--- config.mk ---
export PLATFORM = sky130hd
export DESIGN_NAME = spi_slave_shift_engine
export DESIGN_NICKNAME = d
export VERILOG_FILES = /design/src/rtl/spi_pkg.sv /design/src/rtl/spi_sync_edge.sv /design/src/rtl/spi_slave_shift_engine.sv
export SDC_FILE = /design/constraint.sdc
export NUM_CORES = 1
export LEC_CHECK = 0
export CAP_MARGIN = 40
export CORE_ASPECT_RATIO = 0.9
export CORE_MARGIN = 2
export CORE_UTILIZATION = 51
export DETAILED_ROUTE_END_ITERATION = 10
export GPL_TIMING_DRIVEN = 0
export PLACE_DENSITY_LB_ADDON = 0.12
export SYNTH_ARGS = -nofsm -noshare
export SYNTH_HDL_FRONTEND = slang
export SYNTH_SLANG_ARGS = --single-unit
export TNS_END_PERCENT = 10
--- constraint.sdc ---
create_clock -name PCLK -period 2.47 [get_ports PCLK]
set_clock_uncertainty 0.1 [all_clocks]
set_input_delay 0.494 -clock PCLK [delete_from_list [all_inputs] [get_ports PCLK]]
set_output_delay 0.494 -clock PCLK [all_outputs]
set_load 0.01 [all_outputs]
--- src/rtl/spi_pkg.sv ---
// Shared types and constants for the SPI slave shift engine.
package spi_pkg;

  localparam int unsigned SYNC_STAGES = 2;

  typedef enum logic [1:0] {
    StIdle,
    StLoad,
    StXfer
  } state_e;

endpackage

--- src/rtl/spi_sync_edge.sv ---
// Synchronizer for one asynchronous pin plus a delay flop for rise/fall pulses.
module spi_sync_edge
  import spi_pkg::*;
#(
  parameter logic RstVal = 1'b0
) (
  input  logic clk_i,
  input  logic rst_i,
  input  logic d_i,
  output logic level_o,
  output logic rise_o,
  output logic fall_o
);

  logic [SYNC_STAGES-1:0] sync_q, sync_d;
  logic                   dly_q, dly_d;

  always_comb begin
    sync_d = {sync_q[SYNC_STAGES-2:0], d_i};
    dly_d  = sync_q[SYNC_STAGES-1];
  end

  always_ff @(posedge clk_i or posedge rst_i) begin
    if (rst_i) begin
      sync_q <= {SYNC_STAGES{RstVal}};
      dly_q  <= RstVal;
    end else begin
      sync_q <= sync_d;
      dly_q  <= dly_d;
    end
  end

  assign level_o = sync_q[SYNC_STAGES-1];
  assign rise_o  = level_o & ~dly_q;
  assign fall_o  = ~level_o & dly_q;

endmodule

--- src/rtl/spi_slave_shift_engine.sv ---
// SPI slave endpoint oversampling sclk/ss/mosi in the PCLK domain; all four
// CPOL/CPHA modes, MSB/LSB-first framing, parallel TX/RX handshakes.
module spi_slave_shift_engine
  import spi_pkg::*;
#(
  parameter int unsigned       DATA_W  = 8,
  parameter logic [DATA_W-1:0] IDLE_TX = {DATA_W{1'b1}}
) (
  input  logic              PCLK,
  input  logic              PRESET,
  input  logic              spe,
  input  logic              cpol,
  input  logic              cpha,
  input  logic              lsbfe,
  input  logic [DATA_W-1:0] tx_data,
  input  logic              tx_valid,
  output logic              tx_ready,
  output logic [DATA_W-1:0] rx_data,
  output logic              rx_valid,
  input  logic              rx_ack,
  output logic              rx_overrun,
  output logic              tx_underrun,
  output logic              busy,
  input  logic              sclk,
  input  logic              ss,
  input  logic              mosi,
  output logic              miso,
  output logic              miso_oe
);

  localparam int unsigned CntW = $clog2(DATA_W + 1);

  state_e            state_q, state_d;
  logic              cfg_cpol_q, cfg_cpol_d;
  logic              cfg_cpha_q, cfg_cpha_d;
  logic              cfg_lsbfe_q, cfg_lsbfe_d;
  logic [DATA_W-1:0] tx_buf_q, tx_buf_d;
  logic              tx_full_q, tx_full_d;
  logic [DATA_W-1:0] tx_sh_q, tx_sh_d;
  logic [DATA_W-1:0] rx_sh_q, rx_sh_d;
  logic [CntW-1:0]   bit_cnt_q, bit_cnt_d;
  logic [DATA_W-1:0] rx_data_q, rx_data_d;
  logic              rx_valid_q, rx_valid_d;
  logic              rx_overrun_q, rx_overrun_d;
  logic              tx_underrun_q, tx_underrun_d;
  logic              busy_q, busy_d;
  logic              miso_q, miso_d;
  logic              miso_oe_q, miso_oe_d;
  logic [SYNC_STAGES-1:0] mosi_sync_q, mosi_sync_d;

  logic sclk_norm, sclk_lvl, sclk_lead, sclk_trail;
  logic ss_lvl, ss_rise, ss_fall;
  logic mosi_s, sample_en, shift_en;
  logic unused_sync;

  // Normalising sclk against the latched cpol makes "rise" the leading edge
  // in every mode; the sync flops reset to 0, i.e. to the idle level.
  assign sclk_norm = sclk ^ cfg_cpol_q;

  spi_sync_edge #(
    .RstVal (1'b0)
  ) u_sclk_sync (
    .clk_i   (PCLK),
    .rst_i   (PRESET),
    .d_i     (sclk_norm),
    .level_o (sclk_lvl),
    .rise_o  (sclk_lead),
    .fall_o  (sclk_trail)
  );

  spi_sync_edge #(
    .RstVal (1'b1)
  ) u_ss_sync (
    .clk_i   (PCLK),
    .rst_i   (PRESET),
    .d_i     (ss),
    .level_o (ss_lvl),
    .rise_o  (ss_rise),
    .fall_o  (ss_fall)
  );

  assign unused_sync = ^{sclk_lvl, ss_rise};
  assign mosi_s      = mosi_sync_q[SYNC_STAGES-1];

  function automatic logic tx_bit(input logic [DATA_W-1:0] v, input logic lsb);
    return lsb ? v[0] : v[DATA_W-1];
  endfunction

  function automatic logic [DATA_W-1:0] tx_shift(input logic [DATA_W-1:0] v, input logic lsb);
    return lsb ? {1'b0, v[DATA_W-1:1]} : {v[DATA_W-2:0], 1'b0};
  endfunction

  function automatic logic [DATA_W-1:0] rx_shift(input logic [DATA_W-1:0] v, input logic b,
                                                 input logic lsb);
    return lsb ? {b, v[DATA_W-1:1]} : {v[DATA_W-2:0], b};
  endfunction

  always_comb begin
    state_d       = state_q;
    cfg_cpol_d    = cfg_cpol_q;
    cfg_cpha_d    = cfg_cpha_q;
    cfg_lsbfe_d   = cfg_lsbfe_q;
    tx_buf_d      = tx_buf_q;
    tx_full_d     = tx_full_q;
    tx_sh_d       = tx_sh_q;
    rx_sh_d       = rx_sh_q;
    bit_cnt_d     = bit_cnt_q;
    rx_data_d     = rx_data_q;
    rx_valid_d    = rx_valid_q;
    rx_overrun_d  = 1'b0;
    tx_underrun_d = 1'b0;
    miso_d        = miso_q;
    mosi_sync_d   = {mosi_sync_q[SYNC_STAGES-2:0], mosi};
    sample_en     = 1'b0;
    shift_en      = 1'b0;

    if (rx_ack) begin
      rx_valid_d = 1'b0;
    end
    if (tx_valid && !tx_full_q) begin
      tx_buf_d  = tx_data;
      tx_full_d = 1'b1;
    end

    unique case (state_q)
      StIdle: begin
        cfg_cpol_d  = cpol;
        cfg_cpha_d  = cpha;
        cfg_lsbfe_d = lsbfe;
        if (spe && ss_fall) begin
          state_d = StLoad;
        end
      end
      StLoad: begin
        if (!spe || ss_lvl) begin
          state_d = StIdle;
        end else begin
          state_d   = StXfer;
          bit_cnt_d = '0;
          if (tx_full_q) begin
            tx_sh_d   = tx_buf_q;
            tx_full_d = 1'b0;
          end else begin
            tx_sh_d       = IDLE_TX;
            tx_underrun_d = 1'b1;
          end
          if (!cfg_cpha_q) begin
            miso_d = tx_bit(tx_sh_d, cfg_lsbfe_q);
          end
        end
      end
      StXfer: begin
        if (!spe) begin
          state_d = StIdle;
        end else if (bit_cnt_q == CntW'(DATA_W)) begin
          rx_data_d    = rx_sh_q;
          rx_valid_d   = 1'b1;
          rx_overrun_d = rx_valid_q & ~rx_ack;
          state_d      = ss_lvl ? StIdle : StLoad;
        end else if (ss_lvl) begin
          state_d = StIdle;
        end else begin
          // In cpha=0 a trailing edge before the first sample belongs to the
          // previous frame and must not disturb the bit already on miso.
          sample_en = cfg_cpha_q ? sclk_trail : sclk_lead;
          shift_en  = cfg_cpha_q ? sclk_lead : (sclk_trail && (bit_cnt_q != '0));
          if (sample_en) begin
            rx_sh_d   = rx_shift(rx_sh_q, mosi_s, cfg_lsbfe_q);
            bit_cnt_d = bit_cnt_q + 1'b1;
          end
          if (shift_en) begin
            tx_sh_d = tx_shift(tx_sh_q, cfg_lsbfe_q);
            miso_d  = cfg_cpha_q ? tx_bit(tx_sh_q, cfg_lsbfe_q) : tx_bit(tx_sh_d, cfg_lsbfe_q);
          end
        end
      end
      default: state_d = StIdle;
    endcase

    busy_d    = (state_d != StIdle);
    miso_oe_d = busy_d;
  end

  always_ff @(posedge PCLK or posedge PRESET) begin
    if (PRESET) begin
      state_q       <= StIdle;
      cfg_cpol_q    <= 1'b0;
      cfg_cpha_q    <= 1'b0;
      cfg_lsbfe_q   <= 1'b0;
      tx_buf_q      <= '0;
      tx_full_q     <= 1'b0;
      tx_sh_q       <= '0;
      rx_sh_q       <= '0;
      bit_cnt_q     <= '0;
      rx_data_q     <= '0;
      rx_valid_q    <= 1'b0;
      rx_overrun_q  <= 1'b0;
      tx_underrun_q <= 1'b0;
      busy_q        <= 1'b0;
      miso_q        <= 1'b0;
      miso_oe_q     <= 1'b0;
      mosi_sync_q   <= '0;
    end else begin
      state_q       <= state_d;
      cfg_cpol_q    <= cfg_cpol_d;
      cfg_cpha_q    <= cfg_cpha_d;
      cfg_lsbfe_q   <= cfg_lsbfe_d;
      tx_buf_q      <= tx_buf_d;
      tx_full_q     <= tx_full_d;
      tx_sh_q       <= tx_sh_d;
      rx_sh_q       <= rx_sh_d;
      bit_cnt_q     <= bit_cnt_d;
      rx_data_q     <= rx_data_d;
      rx_valid_q    <= rx_valid_d;
      rx_overrun_q  <= rx_overrun_d;
      tx_underrun_q <= tx_underrun_d;
      busy_q        <= busy_d;
      miso_q        <= miso_d;
      miso_oe_q     <= miso_oe_d;
      mosi_sync_q   <= mosi_sync_d;
    end
  end

  assign tx_ready    = ~tx_full_q;
  assign rx_data     = rx_data_q;
  assign rx_valid    = rx_valid_q;
  assign rx_overrun  = rx_overrun_q;
  assign tx_underrun = tx_underrun_q;
  assign busy        = busy_q;
  assign miso        = miso_q;
  assign miso_oe     = miso_oe_q;

endmodule

==> results of run 1 <==
==> per-layer routing <==
metal  routed length [um]  vias to the layer above  global-route usage
met1                 2080                      781               0.243
met4                   72                        0              0.0687
met3                  143                        8              0.0458
li1                     -                      759                   -
met5                    0                        -                   0
met2                 1970                       28               0.281
==> final cells by class <==
class                      instances  area [um2]  area share
inverter                           5        18.8     0.00642
tap                               62        77.6      0.0265
buffer                             8        35.0      0.0120
clock buffer                       5        68.8      0.0235
timing repair buffer              34         350       0.120
sequential                        55        1380       0.472
multi-input combinational        123         968       0.331
clock inverter                     3        25.0     0.00856
==> through the flow <==
stage / area (um2) / setup TNS (ns) / setup slack (ns) / total power (uW) / util
after floorplan: 2400 / 0 / 0.538 / 1630 / -
after global placement: 2810 / -18.54 / -0.359 / 1780 / 0.626
after detailed placement: 2830 / 0 / 0.212 / 1820 / 0.630
after CTS: 2920 / 0 / 0.289 / 2320 / 0.651
after global routing: 2920 / 0 / 0.205 / 2440 / 0.651
final: 2920 / 0 / 0.333 / 2300 / 0.651
==> cells in the final DEF, fill, tap and decap left out, types with 2 or more instances in the layout <==
cell             synthesis  final
clkdlybuf4s50_1          0     33
nand3_1                  3      3
nor3b_1                  3      3
nor2b_1                  2      2
clkbuf_8                 0      5
o31a_1                   6      6
inv_1                    4      3
nand2b_1                 4      4
nor3_1                   3      3
dfrtp_1                 52     52
nand2_1                 17     17
clkinv_4                 0      2
o21ai_0                 11     11
nor2_1                   4      4
mux2i_1                 17     17
dfstp_2                  3      3
a21oi_1                  2      2
a21o_1                   2      2
o21ai_1                  5      5
clkbuf_1                 5      5
ha_1                     2      2
nand3b_1                 2      2
mux2_2                  28     28
==> sequential cells by signal (all words and copies together) (netlist names), 2 cells and up <==
register / count
bit_cnt_q: 4
mosi_sync_q: 2
rx_data: 8
rx_sh_q: 8
state_q: 2
tx_buf_q: 8
tx_sh_q: 8
u_sclk_sync.sync_q: 2
u_ss_sync.sync_q: 2
==> worst reg2reg max path, delay by kind of cell (launching register included) <==
| kind | cells | cell delay [ns] |
|---|---|---|
| compound gates | 3 | 0.71 |
| fa+ha+maj | 1 | 0.20 |
| buf+inv | 2 | 0.30 |
| flops | 1 | 0.43 |
| simple gates | 1 | 0.23 |
==> report_power, final <==
| part | internal [uW] | leakage, uW | total, uW | switching (uW) |
|---|---|---|---|---|
| sequential | 1100 | 0.000677 | 1260 | 154 |
| clock | 203 | 0.0000443 | 501 | 298 |
| combinational | 338 | 0.000565 | 540 | 202 |
==> worst paths after layout <==
check / cells past startpoint / slack, ns / end
worst min-delay path: 0 / 0.26 / u_ss_sync.sync_q[1]
worst max register to register: 7 / 0.36 / bit_cnt_q[3]
worst min register to register: 0 / 0.26 / u_ss_sync.sync_q[1]
worst max-delay path: 2 / 0.33 / tx_ready
max in group asynchronous: 3 / 1.24 / u_sclk_sync.sync_q[0]
min in group asynchronous: 2 / 0.46 / tx_buf_q[1]
==> kinds of logic after synthesis <==
family / count (synthesis) / synth area share
buffers and inverters: 13 / 0.0224
flip-flops: 55 / 0.574
XOR/XNOR: 1 / 0.00365
adder cells (fa/ha/maj): 2 / 0.0104
multiplexers: 46 / 0.211
AND/OR/NAND/NOR: 44 / 0.0974
AO/OA/AOI/OAI: 30 / 0.0802
==> metrics.yaml, run 1 <==
power:
  leakage_uw: 0.00129
  vdd_drop_max_mv: 0.421
  p_per_area_nw_per_um2: 786
sta:
  maxSlewViolCount: 0
  fmax_mhz: 468
  final_hold_viol_count: 0
  finalCriticalPeriod_ns: 2.14
  slew_headroom: 0.556
  tightestPinTransition_ns: 0.667
  rsz0062_at_grt: "no"
  hold_slack_ns: 0.261
  finalCritPeriodShare: 0.865
  setup_viol: 0
critical_path:
  startpoint: "tx_full_q"
  crit_required_ns: 1.88
  critPathLaunchType: "flip-flop"
  critPathKind: "reg -> out"
  cp_top_family: "buffers and inverters"
  critPathCaptureType: "output port"
  critPathMaxFanout: 9
  worstPathArrival_ns: 1.54
  worstPathCellList: "clkinv_1 > clkdlybuf4s50_1"
  rr_startpoint: "bit_cnt_q[0]"
  crit_path_top_delay_cell: "clkdlybuf4s50_1"
  path_buf_inv: 2
  cpPeakStageDelay_ns: 0.56
synthesis:
  synth_edf_count: 0
  synth.yosys.warnings: 0
  ys_async_sr_fraction: 1.00
  synthTopCellsByArea: "dfrtp_1, mux2_2, mux2i_1"
  synth_common_cells: "dfrtp_1, mux2_2, mux2i_1, nand2_1, o21ai_0"
  synth_top_cell_area_share: 0.542
  syn_area_per_cell_um2: 12.6
  synth_cells: 191
  synthesis.nets: 212
  ys.flop_type: "dfrtp_1"
  ys_seq_area_frac: 0.574
  yosysUniqueCellTypes: 36
  synth.largest_area_cell: "dfrtp_1"
  yosysMostFrequentCell: "dfrtp_1"
  syn_area_um2: 2400
  ys_seq_elements: 55
final_layout:
  fin_nets: 253
  syn_to_final_growth_pct: 21.7
  n_antenna_cell: 0
  drive_gt1_frac: 0.202
  num-fill-cells: 364
  final_cells: 295
routing:
  wire_per_inst_um: 14.4
  drtIter0Drc: 52
  antenna_left: 0
  vias_per_cell: 5.34
  drcViolationCount: 0
  wl_um: 4260
  num_vias: 1576
  first_pass_iters: 4
clock_tree:
  ctsHoldBuffers: 0
  cts_root_buf: "clkbuf_8"
  clk_path_buf_depth: 2
  clk_pin_slew_ns: 0.10
  cts_setup_buffers: 0
  clkSinkCount: 55
  post_cts_resized: 0
  cts_tree: "yes"
  clk_latency_ns: 0.31
  htree_levels: 2
  cts_buffers: 5
grt:
  grt_pass1_vias: 1602
  antenna_found_initial: 0
  grt.overflow.total: 0
  grt_pass1_wl_um: 7580
  track_usage: 0.180
  grt_max_degree: 30
floorplanning:
  coreArea_um2: 4490
  initial_core_util: 0.535
  fp.dieArea_um2: 5280
  rows: 23
  die_y_um: 69.1
  dieWidth_um: 76.3
  io_pins: 34
placement:
  io_buffers: 33
  place.gp.congestion: 0.821
  dp_cells: 287
  dpl.hpwl_um: 3080
status:
  status: "completed"
job:
  drv_cap: 0
hold_path:
  hold_path.class: "reg -> reg"
  min_from: "u_ss_sync.sync_q[0]"
Power figures use the tool's default switching activity.
==> run 2: changes to the inputs <==
--- a/config.mk
+++ b/config.mk
@@ -12,6 +12,7 @@
 export DETAILED_ROUTE_END_ITERATION = 10
 export GPL_TIMING_DRIVEN = 0
 export PLACE_DENSITY_LB_ADDON = 0.12
+export REMOVE_ABC_BUFFERS = 1
 export SYNTH_ARGS = -nofsm -noshare
 export SYNTH_HDL_FRONTEND = slang
 export SYNTH_SLANG_ARGS = --single-unit
==> run 2 against run 1 <==
Against the previous run:
- wire length is 4.0% higher
- final area decreased by 1.4%
- sequential share of layout area up 0.66 points
- global-route usage increased by 0.29 points
- sequential cell count unchanged
- largest cell class unchanged
- largest power group unchanged
==> metrics.yaml, run 2 (same netlist as run 1, synthesis figures left out) <==
grt:
  grt_pass1_vias: 1655
  track_usage: 0.183
  grt_pass1_wl_um: 7650
  grt.overflow.total: 0
  antenna_found_initial: 0
  grt_max_degree: 30
sta:
  final_hold_viol_count: 0
  setup_viol: 0
  fin_ws_ns: 0.148
  fmax_mhz: 431
  finalCritPeriodShare: 0.940
  rsz0062_at_grt: "no"
  maxSlewViolCount: 0
  setup_tns_ns: 0
  slew_headroom: 0.381
  hold_slack_ns: 0.253
  finalCriticalPeriod_ns: 2.32
  tightestPinTransition_ns: 0.928
clock_tree:
  cts_root_buf: "clkbuf_8"
  ctsHoldBuffers: 0
  clkSinkCount: 55
  clk_path_buf_depth: 2
  clk_latency_ns: 0.30
  htree_levels: 2
  cts_setup_buffers: 0
  cts_buffers: 5
  cts_tree: "yes"
  clk_pin_slew_ns: 0.08
final_layout:
  final_cell_mix: "dfrtp_1, clkdlybuf4s50_1, mux2_2"
  fin_nets: 246
  drive_gt1_frac: 0.195
  syn_to_final_growth_pct: 20.1
  n_antenna_cell: 0
  final_cells: 288
  layout_commonest_cell: "dfrtp_1"
floorplanning:
  die_y_um: 69.1
  rows: 23
  initial_core_util: 0.535
  fp.dieArea_um2: 5280
  coreArea_um2: 4490
  dieWidth_um: 76.3
  io_pins: 34
status:
  status: "completed"
critical_path:
  critPathLaunchType: "flip-flop"
  critPathKind: "reg -> reg"
  startpoint: "bit_cnt_q[0]"
  crit_required_ns: 2.59
  critPathCaptureType: "flip-flop"
  worstPathArrival_ns: 2.45
  r2r_cells: 6
  rrSetupSlack_ns: 0.15
  critPathMaxFanout: 23
  reg2reg_to: "bit_cnt_q[3]"
  rr_startpoint: "bit_cnt_q[0]"
hold_path:
  min_from: "u_sclk_sync.sync_q[0]"
  hold_end: "u_sclk_sync.sync_q[1]"
  hold_path.class: "reg -> reg"
  hold_path_depth: 0
routing:
  drtIter0Drc: 137
  wire_per_inst_um: 15.4
  drcViolationCount: 0
  vias_per_cell: 5.48
  num_vias: 1577
  first_pass_iters: 4
  wl_um: 4430
  antenna_left: 0
placement:
  io_buffers: 33
  dp_cells: 280
  dp_slack_ns: -0.00942
  place.gp.congestion: 0.812
  dpl.hpwl_um: 3160
power:
  total_power_uw: 2270
  vdd_drop_max_mv: 0.591
  p_per_area_nw_per_um2: 786
  leakage_uw: 0.00127
job:
  drv_cap: 0
-- run 2: changes by cell type in the layout (fill, tap and decap cells not counted), sizes merged --
cell | previous run | this run
buf | 4 | 2
clkbuf | 10 | 8
clkinv | 3 | 1
clkinvlp | 1 | 0
-- run 2: worst max-delay path: stages (launching register included) --
cell,delay [ns]
dfrtp_1,0.43
inv_1,0.08
ha_1,0.22
and3b_1,0.23
a2111o_2,0.63
or3_1,0.41
a21oi_1,0.15
-- run 2: cell type report --
type / instances / area [um2]
tap: 62 / 77.6
multi-input combinational: 123 / 970
clock buffer: 8 / 80.1
inverter: 5 / 18.8
sequential: 55 / 1380
timing repair buffer: 35 / 358
fill: 360 / 1610
-- run 2: worst max path at each step --
stage / slack [ns] / cells after the start / endpoint
6_report: 0.15 / 6 / bit_cnt_q[3]
4_1_cts: 0.08 / 6 / bit_cnt_q[3]
3_3_place_gp: -0.36 / 2 / miso_oe
3_5_place_dp: -0.009 / 5 / bit_cnt_q[3]
2_1_floorplan: 0.36 / 6 / bit_cnt_q[3]
5_1_grt: 0.04 / 6 / bit_cnt_q[3]
-- run 2: metrics by stage --
stage	util	cell area, um2
after detailed placement	0.624	2800
after floorplan	-	2370
after global placement	0.618	2780
final	0.642	2880
after CTS	0.642	2880
after global routing	0.642	2880
-- run 2: report_power, final --
group | switching, uW | total (uW) | internal (uW) | leakage (uW)
Combinational | 197 | 533 | 336 | 0.000555
Clock | 256 | 458 | 202 | 0.0000395
Sequential | 174 | 1280 | 1100 | 0.000677
Total | 627 | 2270 | 1640 | 0.00127
-- run 2: routing by layer --
layer  wire length (um)  track usage  part of all wire
met5                  0            0                 0
met4                 64       0.0687             0.014
met3                257       0.0497             0.058
met2               2210        0.309              0.50
met1               1900        0.225              0.43
-- run 2: repair_timing --
item	4_1_cts	5_1_grt
endpoints found under the setup margin	0	1
gates resized for setup	0	1
hold endpoints to repair	0	0
==> run 3: changes to the inputs <==
--- a/config.mk
+++ b/config.mk
@@ -10,7 +10,6 @@
 export CORE_MARGIN = 2
 export CORE_UTILIZATION = 51
 export DETAILED_ROUTE_END_ITERATION = 10
-export GPL_TIMING_DRIVEN = 0
 export PLACE_DENSITY_LB_ADDON = 0.12
 export REMOVE_ABC_BUFFERS = 1
 export SYNTH_ARGS = -nofsm -noshare
==> run 3 against run 2 <==
Against the previous run:
- non-clock buffer count grew 4
- combinational power grew 2%
- largest power group unchanged
- worst hold slack gained 0.0020 ns
- clock-buffer cell count shrank 2
- via count shrank 0.76%
- wire length shrank 4.4%
- first-iteration DRC count shrank 66%
- critical endpoint is now tx_sh_q[4]
- die area is the same
- core utilization grew 1.3 points
- final area grew 2.0%
- sequential share of layout area shrank 0.96 points
==> metrics.yaml, run 3 (same netlist as run 1, synthesis figures left out) <==
grt:
  grt_max_degree: 26
  grt_pass1_vias: 1622
  antenna_found_initial: 0
  track_usage: 0.187
  grt.overflow.total: 0
  grt_pass1_wl_um: 7710
sta:
  tightestPinTransition_ns: 0.535
  setup_viol: 0
  maxSlewViolCount: 0
  hold_slack_ns: 0.255
  rsz0062_at_grt: "no"
  finalCritPeriodShare: 0.881
  setup_tns_ns: 0
  finalCriticalPeriod_ns: 2.18
  slew_headroom: 0.643
  fmax_mhz: 460
  final_hold_viol_count: 0
clock_tree:
  clk_pin_slew_ns: 0.09
  htree_levels: 2
  cts_buffers: 5
  cts_root_buf: "clkbuf_8"
  cts_setup_buffers: 0
  ctsHoldBuffers: 0
  clkSinkCount: 55
  clk_path_buf_depth: 2
  clk_latency_ns: 0.31
  post_cts_resized: 0
  cts_tree: "yes"
critical_path:
  critPathCaptureType: "flip-flop"
  crit_path_top_delay_cell: "dfrtp_1"
  path_buf_inv: 1
  crit_required_ns: 2.56
  cp_top_family: "compound AO/OA/AOI/OAI gates"
  cpPeakStageDelay_ns: 0.44
  critPathKind: "reg -> reg"
  worstPathCellList: "inv_1 > ha_1 > nor3b_1 > o21ai_0 > a21oi_2 > mux2_2"
  critPathMaxFanout: 8
  worstPathArrival_ns: 2.27
  critPathLaunchType: "flip-flop"
floorplanning:
  die_y_um: 69.1
  io_pins: 34
  initial_core_util: 0.535
  dieWidth_um: 76.3
  rows: 23
  coreArea_um2: 4490
  fp.dieArea_um2: 5280
routing:
  vias_per_cell: 5.36
  drtIter0Drc: 47
  antenna_left: 0
  num_vias: 1565
  drcViolationCount: 0
  wl_um: 4240
  wire_per_inst_um: 14.5
  first_pass_iters: 4
final_layout:
  layout.area.seq_um2: 1380
  final_cell_mix: "dfrtp_1, clkdlybuf4s50_1, mux2_2"
  num-fill-cells: 362
  layout_commonest_cell: "dfrtp_1"
  syn_to_final_growth_pct: 22.5
  fin_area_um2: 2940
  fin_nets: 250
  final_cells: 292
  final_core_util: 0.656
  n_antenna_cell: 0
  multiInputGateArea_um2: 968
  drive_gt1_frac: 0.213
job:
  drv_cap: 0
status:
  status: "completed"
placement:
  dp_cells: 284
  io_buffers: 33
  placed_area_um2: 2830
  dpl.hpwl_um: 3150
  place.gp.congestion: 0.795
power:
  vdd_drop_max_mv: 0.441
  p_per_area_nw_per_um2: 813
  leakage_uw: 0.00130
hold_path:
  hold_path.class: "reg -> reg"
==> run 3: path summary, 6_finish.rpt <==
kind | start | slack, ns | to | cells after the start
max | bit_cnt_q[0] | 0.29 | tx_sh_q[4] | 6
min | u_sclk_sync.sync_q[0] | 0.25 | u_sclk_sync.sync_q[1] | 0
max reg2reg | bit_cnt_q[0] | 0.29 | tx_sh_q[4] | 6
min reg2reg | u_sclk_sync.sync_q[0] | 0.25 | u_sclk_sync.sync_q[1] | 0
max in group asynchronous | PRESET | 1.30 | tx_sh_q[6] | 3
min in group asynchronous | PRESET | 0.44 | tx_buf_q[6] | 2
==> run 3: layout make-up <==
cell class	count	area share
clock buffer	6	0.0247
clock inverter	2	0.0128
inverter	5	0.00638
multi-input combinational	123	0.329
sequential	55	0.469
tap	62	0.0264
timing repair buffer	39	0.132
==> run 3: stage by stage <==
step,worst slack [ns],power [uW]
floorplan,0.361,1620
global placement,0.282,1790
detailed placement,0.209,1840
CTS,0.308,2420
global route,0.183,2540
finish,0.295,2390
==> run 3: where the power goes <==
group          leakage, uW  switching (uW)  internal (uW)
clock            0.0000514             277            302
sequential        0.000677             163           1100
combinational     0.000573             204            342
total              0.00130             644           1750
==> run 3: metal layers <==
layer / global-route usage / vias up / wire [um]
met4: 0.0869 / 0 / 95
met1: 0.236 / 766 / 1910
met3: 0.0445 / 10 / 145
li1: - / 754 / -
met5: 0 / - / 0
met2: 0.305 / 35 / 2080
